===== config.mk =====
export PLATFORM = sky130hd
export DESIGN_NAME = shift_right_lanes_flat
export DESIGN_NICKNAME = d
export VERILOG_FILES = /design/src/rtl/shift_right_lanes_if.sv /design/src/rtl/shift_right_lanes.sv /design/src/flat_wrapper.sv
export SDC_FILE = /design/constraint.sdc
export NUM_CORES = 1
export LEC_CHECK = 0
export ABC_AREA = 1
export CAP_MARGIN = 20
export CORE_UTILIZATION = 44
export DETAILED_ROUTE_END_ITERATION = 8
export PLACE_DENSITY_LB_ADDON = 0.12
export RECOVER_POWER = 25
export SLEW_MARGIN = 10
export SYNTH_ARGS = -nofsm -noshare
export SYNTH_HDL_FRONTEND = slang
export SYNTH_SLANG_ARGS = --single-unit
export TNS_END_PERCENT = 5

===== constraint.sdc =====
create_clock -name clk -period 1.6 [get_ports clk]
set_clock_uncertainty 0.15 [all_clocks]
set_input_delay 0.32 -clock clk [delete_from_list [all_inputs] [get_ports clk]]
set_output_delay 0.32 -clock clk [all_outputs]
set_load 0.01 [all_outputs]

===== src/rtl/shift_right_lanes_if.sv =====
// Request/result bundle for shift_right_lanes: one request channel (in_*) and
// one result channel (out_*), each a valid/ready pair.
interface shift_right_lanes_if #(
    parameter int LANE_W  = 12,
    parameter int LANES   = 8,
    parameter int SHIFT_W = 3
);
    localparam int W = LANE_W * LANES;

    logic               in_valid;
    logic               in_ready;
    logic [W-1:0]       in;
    logic [SHIFT_W-1:0] shift;
    logic [LANE_W-1:0]  fill;

    logic               out_valid;
    logic               out_ready;
    logic [W-1:0]       out;
    logic               out_err;

    modport master (
        output in_valid, in, shift, fill, out_ready,
        input  in_ready, out_valid, out, out_err
    );

    modport slave (
        input  in_valid, in, shift, fill, out_ready,
        output in_ready, out_valid, out, out_err
    );
endinterface


===== src/rtl/shift_right_lanes.sv =====
// Lane-granular right shifter: shifts a word right by N lanes, one lane per
// clock, inserting a fill lane at the top each step.
module shift_right_lanes #(
    parameter int LANE_W  = 12,
    parameter int LANES   = 8,
    parameter int SHIFT_W = 3
) (
    input  logic                clk,
    input  logic                rst_n,
    shift_right_lanes_if.slave  bus,
    output logic [1:0]          state_dbg
);
    localparam int W = LANE_W * LANES;
    // Largest legal distance; the two largest codes are reserved as errors.
    localparam int MAX_SHIFT = LANES - 3;

    typedef enum logic [1:0] {
        IDLE  = 2'd0,
        SHIFT = 2'd1,
        DONE  = 2'd2
    } state_t;

    state_t             state;
    logic [W-1:0]       data;
    logic [LANE_W-1:0]  fill_reg;
    logic [SHIFT_W-1:0] count;
    logic               in_ready_q;
    logic               out_valid_q;
    logic               out_err_q;

    // Handshake: a transfer happens on a rising edge where valid && ready are
    // both high. The request side is ready only in IDLE; the result stays valid
    // and unchanged in DONE until out_ready is seen high at an edge.
    always_ff @(posedge clk or negedge rst_n) begin
        if (!rst_n) begin
            state       <= IDLE;
            data        <= '0;
            fill_reg    <= '0;
            count       <= '0;
            in_ready_q  <= 1'b1;
            out_valid_q <= 1'b0;
            out_err_q   <= 1'b0;
        end else begin
            case (state)
                IDLE: begin
                    if (bus.in_valid) begin
                        data       <= bus.in;
                        fill_reg   <= bus.fill;
                        count      <= bus.shift;
                        in_ready_q <= 1'b0;
                        if (bus.shift == '0) begin
                            state       <= DONE;
                            out_valid_q <= 1'b1;
                            out_err_q   <= 1'b0;
                        end else if (bus.shift > SHIFT_W'(MAX_SHIFT)) begin
                            state       <= DONE;
                            out_valid_q <= 1'b1;
                            out_err_q   <= 1'b1;
                        end else begin
                            state     <= SHIFT;
                            out_err_q <= 1'b0;
                        end
                    end
                end
                SHIFT: begin
                    data  <= {fill_reg, data[W-1:LANE_W]};
                    count <= count - SHIFT_W'(1);
                    if (count == SHIFT_W'(1)) begin
                        state       <= DONE;
                        out_valid_q <= 1'b1;
                    end
                end
                DONE: begin
                    if (bus.out_ready) begin
                        state       <= IDLE;
                        out_valid_q <= 1'b0;
                        out_err_q   <= 1'b0;
                        in_ready_q  <= 1'b1;
                    end
                end
                default: begin
                    state       <= IDLE;
                    in_ready_q  <= 1'b1;
                    out_valid_q <= 1'b0;
                    out_err_q   <= 1'b0;
                end
            endcase
        end
    end

    assign bus.in_ready  = in_ready_q;
    assign bus.out_valid = out_valid_q;
    assign bus.out_err   = out_err_q;
    assign bus.out       = data;
    assign state_dbg     = state;
endmodule


===== src/flat_wrapper.sv =====
// flat-port wrapper written by rule: the top's interface ports become plain ports
module shift_right_lanes_flat 
#(
    parameter int LANE_W  = 12,
    parameter int LANES   = 8,
    parameter int SHIFT_W = 3
)
  (clk, rst_n, state_dbg, bus_in_valid, bus_in, bus_shift, bus_fill, bus_out_ready, bus_in_ready, bus_out_valid, bus_out, bus_out_err);
  shift_right_lanes_if #(.LANE_W(LANE_W), .LANES(LANES), .SHIFT_W(SHIFT_W)) bus_i ();
  input  logic clk;
  input  logic rst_n;
  output logic [1:0] state_dbg;
  input wire logic [$bits(bus_i.in_valid)-1:0] bus_in_valid;
  input wire logic [$bits(bus_i.in)-1:0] bus_in;
  input wire logic [$bits(bus_i.shift)-1:0] bus_shift;
  input wire logic [$bits(bus_i.fill)-1:0] bus_fill;
  input wire logic [$bits(bus_i.out_ready)-1:0] bus_out_ready;
  output wire logic [$bits(bus_i.in_ready)-1:0] bus_in_ready;
  output wire logic [$bits(bus_i.out_valid)-1:0] bus_out_valid;
  output wire logic [$bits(bus_i.out)-1:0] bus_out;
  output wire logic [$bits(bus_i.out_err)-1:0] bus_out_err;
  assign bus_i.in_valid = bus_in_valid;
  assign bus_i.in = bus_in;
  assign bus_i.shift = bus_shift;
  assign bus_i.fill = bus_fill;
  assign bus_i.out_ready = bus_out_ready;
  assign bus_in_ready = bus_i.in_ready;
  assign bus_out_valid = bus_i.out_valid;
  assign bus_out = bus_i.out;
  assign bus_out_err = bus_i.out_err;
  shift_right_lanes #(.LANE_W(LANE_W), .LANES(LANES), .SHIFT_W(SHIFT_W)) u_core (.clk(clk), .rst_n(rst_n), .bus(bus_i), .state_dbg(state_dbg));
endmodule

==> impl_metrics.json <==
{
  "run_status": "finished, violations left",
  "failed_checks": "negative setup slack",
  "grt_first_pass_wirelength_um": 25400,
  "cts_tree": "yes",
  "switchingPower_mw": 7.56,
  "cts_inserted_buffers": 17,
  "drtIter0Drc": 378,
  "p_int_mw": 10.8,
  "ir_drop_v": 0.000835,
  "vias": 5605,
  "num-fill-cells": 1084,
  "hold-worst-slack_ns": 0.301,
  "drive_gt1_share_pct": 8.77,
  "worstPathRequired_ns": 1.74,
  "syn2layout_area_growth_pct": 53.6,
  "finalNetCount": 1076,
  "worst_pin_slew_ns": 0.801,
  "ys_types": 21,
  "power_mw": 18.3,
  "yosys_warnings": 0,
  "largest_reg_flops": 96,
  "worst_r2r_endpoint": "u_core.fill_reg[10]",
  "worst_slack_ns": -0.00689,
  "crit_path_max_incr_delay_ns": 0.38,
  "avgViaCountPerCell": 4.91,
  "cap_violations": 0,
  "syn_nets": 844,
  "dieWidth_um": 115,
  "path_depth": 7,
  "grt_max_degree": 86,
  "slew_viol_final": 0,
  "antenna_found_initial": 0,
  "die_y_um": 115,
  "worst_ep_arrival_time_ns": 1.75,
  "sw_frac_of_total_pct": 41.3,
  "reg2reg_from": "u_core.state_dbg[1]",
  "final_core_util_pct": 69.1,
  "cts.clk_slew.worst_paths_ns": 0.05,
  "ys_ff_latch": 116,
  "end_kind": "flip-flop",
  "p_seq_share_pct": 28.4,
  "num_rows": 41,
  "wl_met3_um": 1360,
  "hp-class": "in -> reg",
  "path_max_fanout": 11,
  "clk-insertion-delay-late_ns": 0.40,
  "syn-instance-count": 727,
  "path_cells": "buf_4, nor2_2, nand2_4, buf_4, buf_4, nand2_1, nand2_1",
  "rsz0062_at_grt": "yes",
  "power_density_nw_per_um2": 2110,
  "ios": 216,
  "period_share_pct": 100,
  "crit_buf_inv": 3,
  "cp-endpoint": "u_core.fill_reg[10]",
  "slew-limit-headroom_pct": 46.6,
  "p_leak_nw": 4.39,
  "clockRootBuffer": "clkbuf_16",
  "wl_per_cell_um": 15.2,
  "combPwrFrac_pct": 52.4,
  "cts_sinks": 116,
  "criticalPathCategory": "reg -> reg",
  "crit_family": "buffers and inverters",
  "io_buffer_count": 215,
  "finalInstanceArea_um2": 8690,
  "n_antenna_cell": 0,
  "place_ws_ns": -0.194,
  "max_freq_ghz": 0.622,
  "routed.top_layer": "met4",
  "initial_core_util_pct": 45.0,
  "gp_congestion": 0.885,
  "dieArea_um2": 13300,
  "cp-startpoint": "u_core.state_dbg[1]",
  "route.antenna.remaining_nets": 0,
  "path_common_cell": "buf_4",
  "dr.pass1.iters": 6,
  "ys_seq_area_share_pct": 51.4,
  "grt_pass1_vias": 5353,
  "hpwlAfterDp_um": 12200,
  "reg2reg_depth": 7,
  "placed_area_um2": 8050,
  "start_kind": "flip-flop",
  "clockBufferDepth": 2,
  "core_um2": 12600,
  "clockPowerShare_pct": 19.2,
  "dr_wl_met2_um": 8560,
  "syn_area_um2": 5650,
  "avgSynthCellArea_um2": 7.78,
  "multi_input_area_um2": 2150,
  "critPathSlowestCell": "dfrtp_1",
  "register_area_um2": 2910,
  "hold_viol": 0,
  "setup_violations": 9,
  "r2r_slack_ns": -0.007,
  "drt-met1-wl_um": 7160,
  "grt_usage_pct": 25.3,
  "htree_num_levels": 4,
  "period_needed_ns": 1.61,
  "grt-ovfl-total": 0,
  "routed_wl_um": 17300,
  "drc_errors": 0
}
logic make-up after synthesis:
logic type | synth area share [%]
buffers and inverters | 11.8
and+or+nand+nor | 19.9
AOI/OAI and AO/OA | 16.4
adders and majority gates | 0.443
DFF | 51.4
power groups by stage:
stage	clock network, mW	registers (mW)	logic (mW)
floorplan	0	5.73	4.84
global placement	0	5.21	9.41
detailed placement	0	5.24	9.62
CTS	3.57	5.19	8.88
global route	3.73	5.37	10.6
finish	3.52	5.20	9.60
cell usage after synthesis:
cell type / number / area [µm²]
dfstp_2: 1 / 26.3
buf_6: 12 / 135
nand2_1: 275 / 1030
clkbuf_1: 7 / 26.3
o21ai_1: 51 / 255
nor2_1: 7 / 26.3
a21oi_1: 1 / 5.00
nand2_4: 2 / 22.5
buf_2: 13 / 65.1
inv_2: 1 / 3.75
nand3_1: 4 / 20.0
o21ai_0: 114 / 571
buf_4: 12 / 90.1
nand3b_1: 1 / 7.51
ha_1: 2 / 25.0
or2_2: 1 / 6.26
o211ai_1: 13 / 97.6
inv_1: 93 / 349
dfrtp_1: 115 / 2880
nand2_2: 1 / 6.26
nor2_2: 1 / 6.26
worst min-delay path: cells and delay by family:
kind / cells / cell delay, ns
and+or+nand+nor: 2 / 0.10
buffers and inverters: 1 / 0.39
layout make-up:
type	count	area share [%]
Inverter	94	4.18
Clock inverter	5	0.576
Timing Repair Buffer	252	28.7
Tap cell	172	2.48
Timing Repair inverter	2	0.173
Sequential cell	116	33.4
Clock buffer	24	5.78
Multi-Input combinational cell	476	24.7
stage by stage:
| stage | instances | TNS [ns] |
|---|---|---|
| after floorplan | 727 | 0 |
| after global placement | 1097 | -8.46 |
| after detailed placement | 1097 | -11.63 |
| after CTS | 1128 | -0.404 |
| after global routing | 1141 | -4.90 |
| final | 1141 | -0.0292 |
layout by cell type, fill, tap and decap left out, types with 2 or more instances in the layout:
cell type	n
buf_6	2
nand3_1	4
nor2_2	3
clkinv_2	4
clkbuf_16	21
dlygate4sd2_1	93
buf_2	2
clkinvlp_4	4
buf_4	19
nand2_8	2
nor2_1	5
o21ai_0	87
clkbuf_2	3
inv_1	91
o211ai_1	13
o21ai_1	77
dfrtp_1	114
clkdlybuf4s50_1	113
clkbuf_8	5
nand2_4	4
nand2_1	275
clkdlybuf4s15_1	5
clkbuf_1	2
ha_1	2
buf_12	9
what timing repair did:
action                                  4_1_cts  5_1_grt
gates resized for setup                     119       34
endpoints found under the setup margin      102      118
buffers inserted                              1        4
gates cloned                                  0        9
hold buffers                                  1        0
pin swaps                                     0        2
endpoints found under the hold margin        21        0
worst min path at each step:
stage                      from  slack (ns)  depth (start not counted)                 end
finish              bus_fill[5]        0.30                          3  u_core.fill_reg[5]
global placement          rst_n        0.14                          1  u_core.bus.out[40]
CTS                       rst_n        0.26                          2  u_core.bus.out[40]
global route        bus_fill[9]        0.30                          3  u_core.fill_reg[9]
detailed placement        rst_n        0.14                          1  u_core.bus.out[40]
floorplan                 rst_n       -0.13                          0   u_core.bus.out[0]
per-layer routing:
| layer | GRT usage, % | vias up |
|---|---|---|
| met2 | 44.3 | 233 |
| met3 | 8.17 | 18 |
| li1 | - | 2757 |
| met5 | 0 | - |
| met4 | 7.45 | 0 |
| met1 | 29.4 | 2597 |
Note: power is estimated with default switching activity, not from simulation.
==> patch (same settings) <==
Make the reset (`rst_n`) synchronous in one clocked block.
--- a/src/rtl/shift_right_lanes.sv
+++ b/src/rtl/shift_right_lanes.sv
@@ -31,7 +31,7 @@
     // Handshake: a transfer happens on a rising edge where valid && ready are
     // both high. The request side is ready only in IDLE; the result stays valid
     // and unchanged in DONE until out_ready is seen high at an edge.
-    always_ff @(posedge clk or negedge rst_n) begin
+    always_ff @(posedge clk) begin
         if (!rst_n) begin
             state       <= IDLE;
             data        <= '0;
Behaviour: differs if rst_n is asserted again (counterexample within 4 cycles, from zero or initial values and one cycle with rst_n low); with rst_n held inactive, the same outputs for 4 cycles.
==> patch against the unedited design <==
  * The run ends with design-rule violations left
  * Critical path type is now flop to primary output
  * Synthesized area is 5.9% lower
  * Wire length is 3.2% lower
  * Register-to-register slack better by 130 ps
  * First-iteration DRC count is 17% higher
  * Design area is 4.4% lower
  * Via count is 6.7% higher
  * Worst setup slack better by 43 ps
  * Synthesized cell count is 15% higher
  * Sequential cell count stayed put
  * Critical path depth is 6 lower
  * Count of clock-buffer cells in the layout is 1 lower
Power is not compared: it rests on default switching activity, and its combinational part moved more than twofold at a synthesized area within 25%.
==> patch: results (changes against the unedited design) <==
* Status: complete, but fails checks
- The final reports fail on design-rule violations.
- The number of inverters outside the clock class in the layout came to 25 (-74%).
* Signal buffers share of area: 29.37% (+0.70 points)
* Met2 track demand over resource in global routing: 47.49% (+3.2 points)
- The share of synthesized cell area in full adder, half adder and majority cells was 0.4701% (+0.028 points).
- Met1 routed wirelength after detailed routing: 6948 um (-3.0%)
- The count of fill cells added during filler insertion is 1049 (-3.2%).
* Critical path peak fanout: 6 (-5)
- The wire length of the first global-routing pass was 27190 um (+6.9%).
- In the synthesized netlist, the cells that appear most often are 478 x sky130_fd_sc_hd__nand2_1, 116 x sky130_fd_sc_hd__dfxtp_1, 113 x sky130_fd_sc_hd__a21oi_1, 25 x sky130_fd_sc_hd__o21ai_0, 24 x sky130_fd_sc_hd__buf_2.
- The async set or reset register ratio after synthesis is 0% (-100 points).
- The via count of the first global-routing pass was 5687 (+6.2%).
* Reg-to-reg setup timing slack: 120 ps (+130 ps)
- The total wire length was 16750 um (-3.2%).
- The pin count of the biggest net entering global routing was 61 (-29%).
* Family of cells with the greatest summed delay on the critical path: flip-flops
- Sequential cell area: 2330 sq um (-20%)
- Worst Hold Launch: u_core.fill_reg[6]
- The share of the synthesized area in compound gates (AO/OA/AOI/OAI) was 13.09% (-3.3 points).
- The total track usage was 27.18% (+1.9 points).
* Met1 GRT Util: 32.39% (+3.0 points)
- Met3 routed wirelength: 1234 um (-9.3%)
- The number of distinct library cells after synthesis was 20 (-4.8%).
- Placed Instance Area: 7796 sq um (-3.2%)
- The worst slack at placement is -199.4 ps (-5.195 ps).
* Hold Worst Slack: 293.2 ps (-8.217 ps)
- The multi-input combinational cell count came to 638 (+34%).
- The ratio of cells with drive above 1 in the final layout came to 6.981% (-1.8 points).
- The most critical setup path has its endpoint at state_dbg[1].
- Non-clk bufs: 249 (-1.2%)
* Clock buf/inv share: 7.561% (+1.2 points)
* Delay contributed by the slowest stage of the critical path: 400 ps (+20 ps)
- The half-perimeter wire length after placement is 11680 um (-4.5%).
* Main area contributors after synthesis: sky130_fd_sc_hd__dfxtp_1 44%, sky130_fd_sc_hd__nand2_1 34%, sky130_fd_sc_hd__a21oi_1 11%, sky130_fd_sc_hd__o21ai_0 2.4%, sky130_fd_sc_hd__buf_2 2.3%
- The multi-input combinational area share was 31.66% (+7.0 points).
- Layout clock buffers: 23 (-4.2%)
- Total nets after synthesis: 950 (+13%)
* DRC violations left: 15 (+15)
patch: cell count changes in the layout (fill, tap and decap cells not counted), moves of 3 or more:
cell                              before  now
sky130_fd_sc_hd__nand2_1             275  477
sky130_fd_sc_hd__o21ai_1              77    0
sky130_fd_sc_hd__o21ai_0              87   25
sky130_fd_sc_hd__dfxtp_1               0  114
sky130_fd_sc_hd__inv_1                91   21
sky130_fd_sc_hd__dlygate4sd2_1        93  100
sky130_fd_sc_hd__buf_12                9   13
sky130_fd_sc_hd__dfrtp_1             114    0
sky130_fd_sc_hd__o211ai_1             13    0
sky130_fd_sc_hd__a21oi_1               1  113
sky130_fd_sc_hd__clkbuf_16            21   17
sky130_fd_sc_hd__bufinv_16             1    4
sky130_fd_sc_hd__clkdlybuf4s15_1       5    1
sky130_fd_sc_hd__nor2_2                3    0
patch: power breakdown:
group	switching (W)	total (W)	internal, W	leakage, nW
Sequential	0.000297	0.00361	0.00332	0.958
Combinational	0.00167	0.00299	0.00132	2.81
Clock	0.00129	0.00401	0.00272	0.303
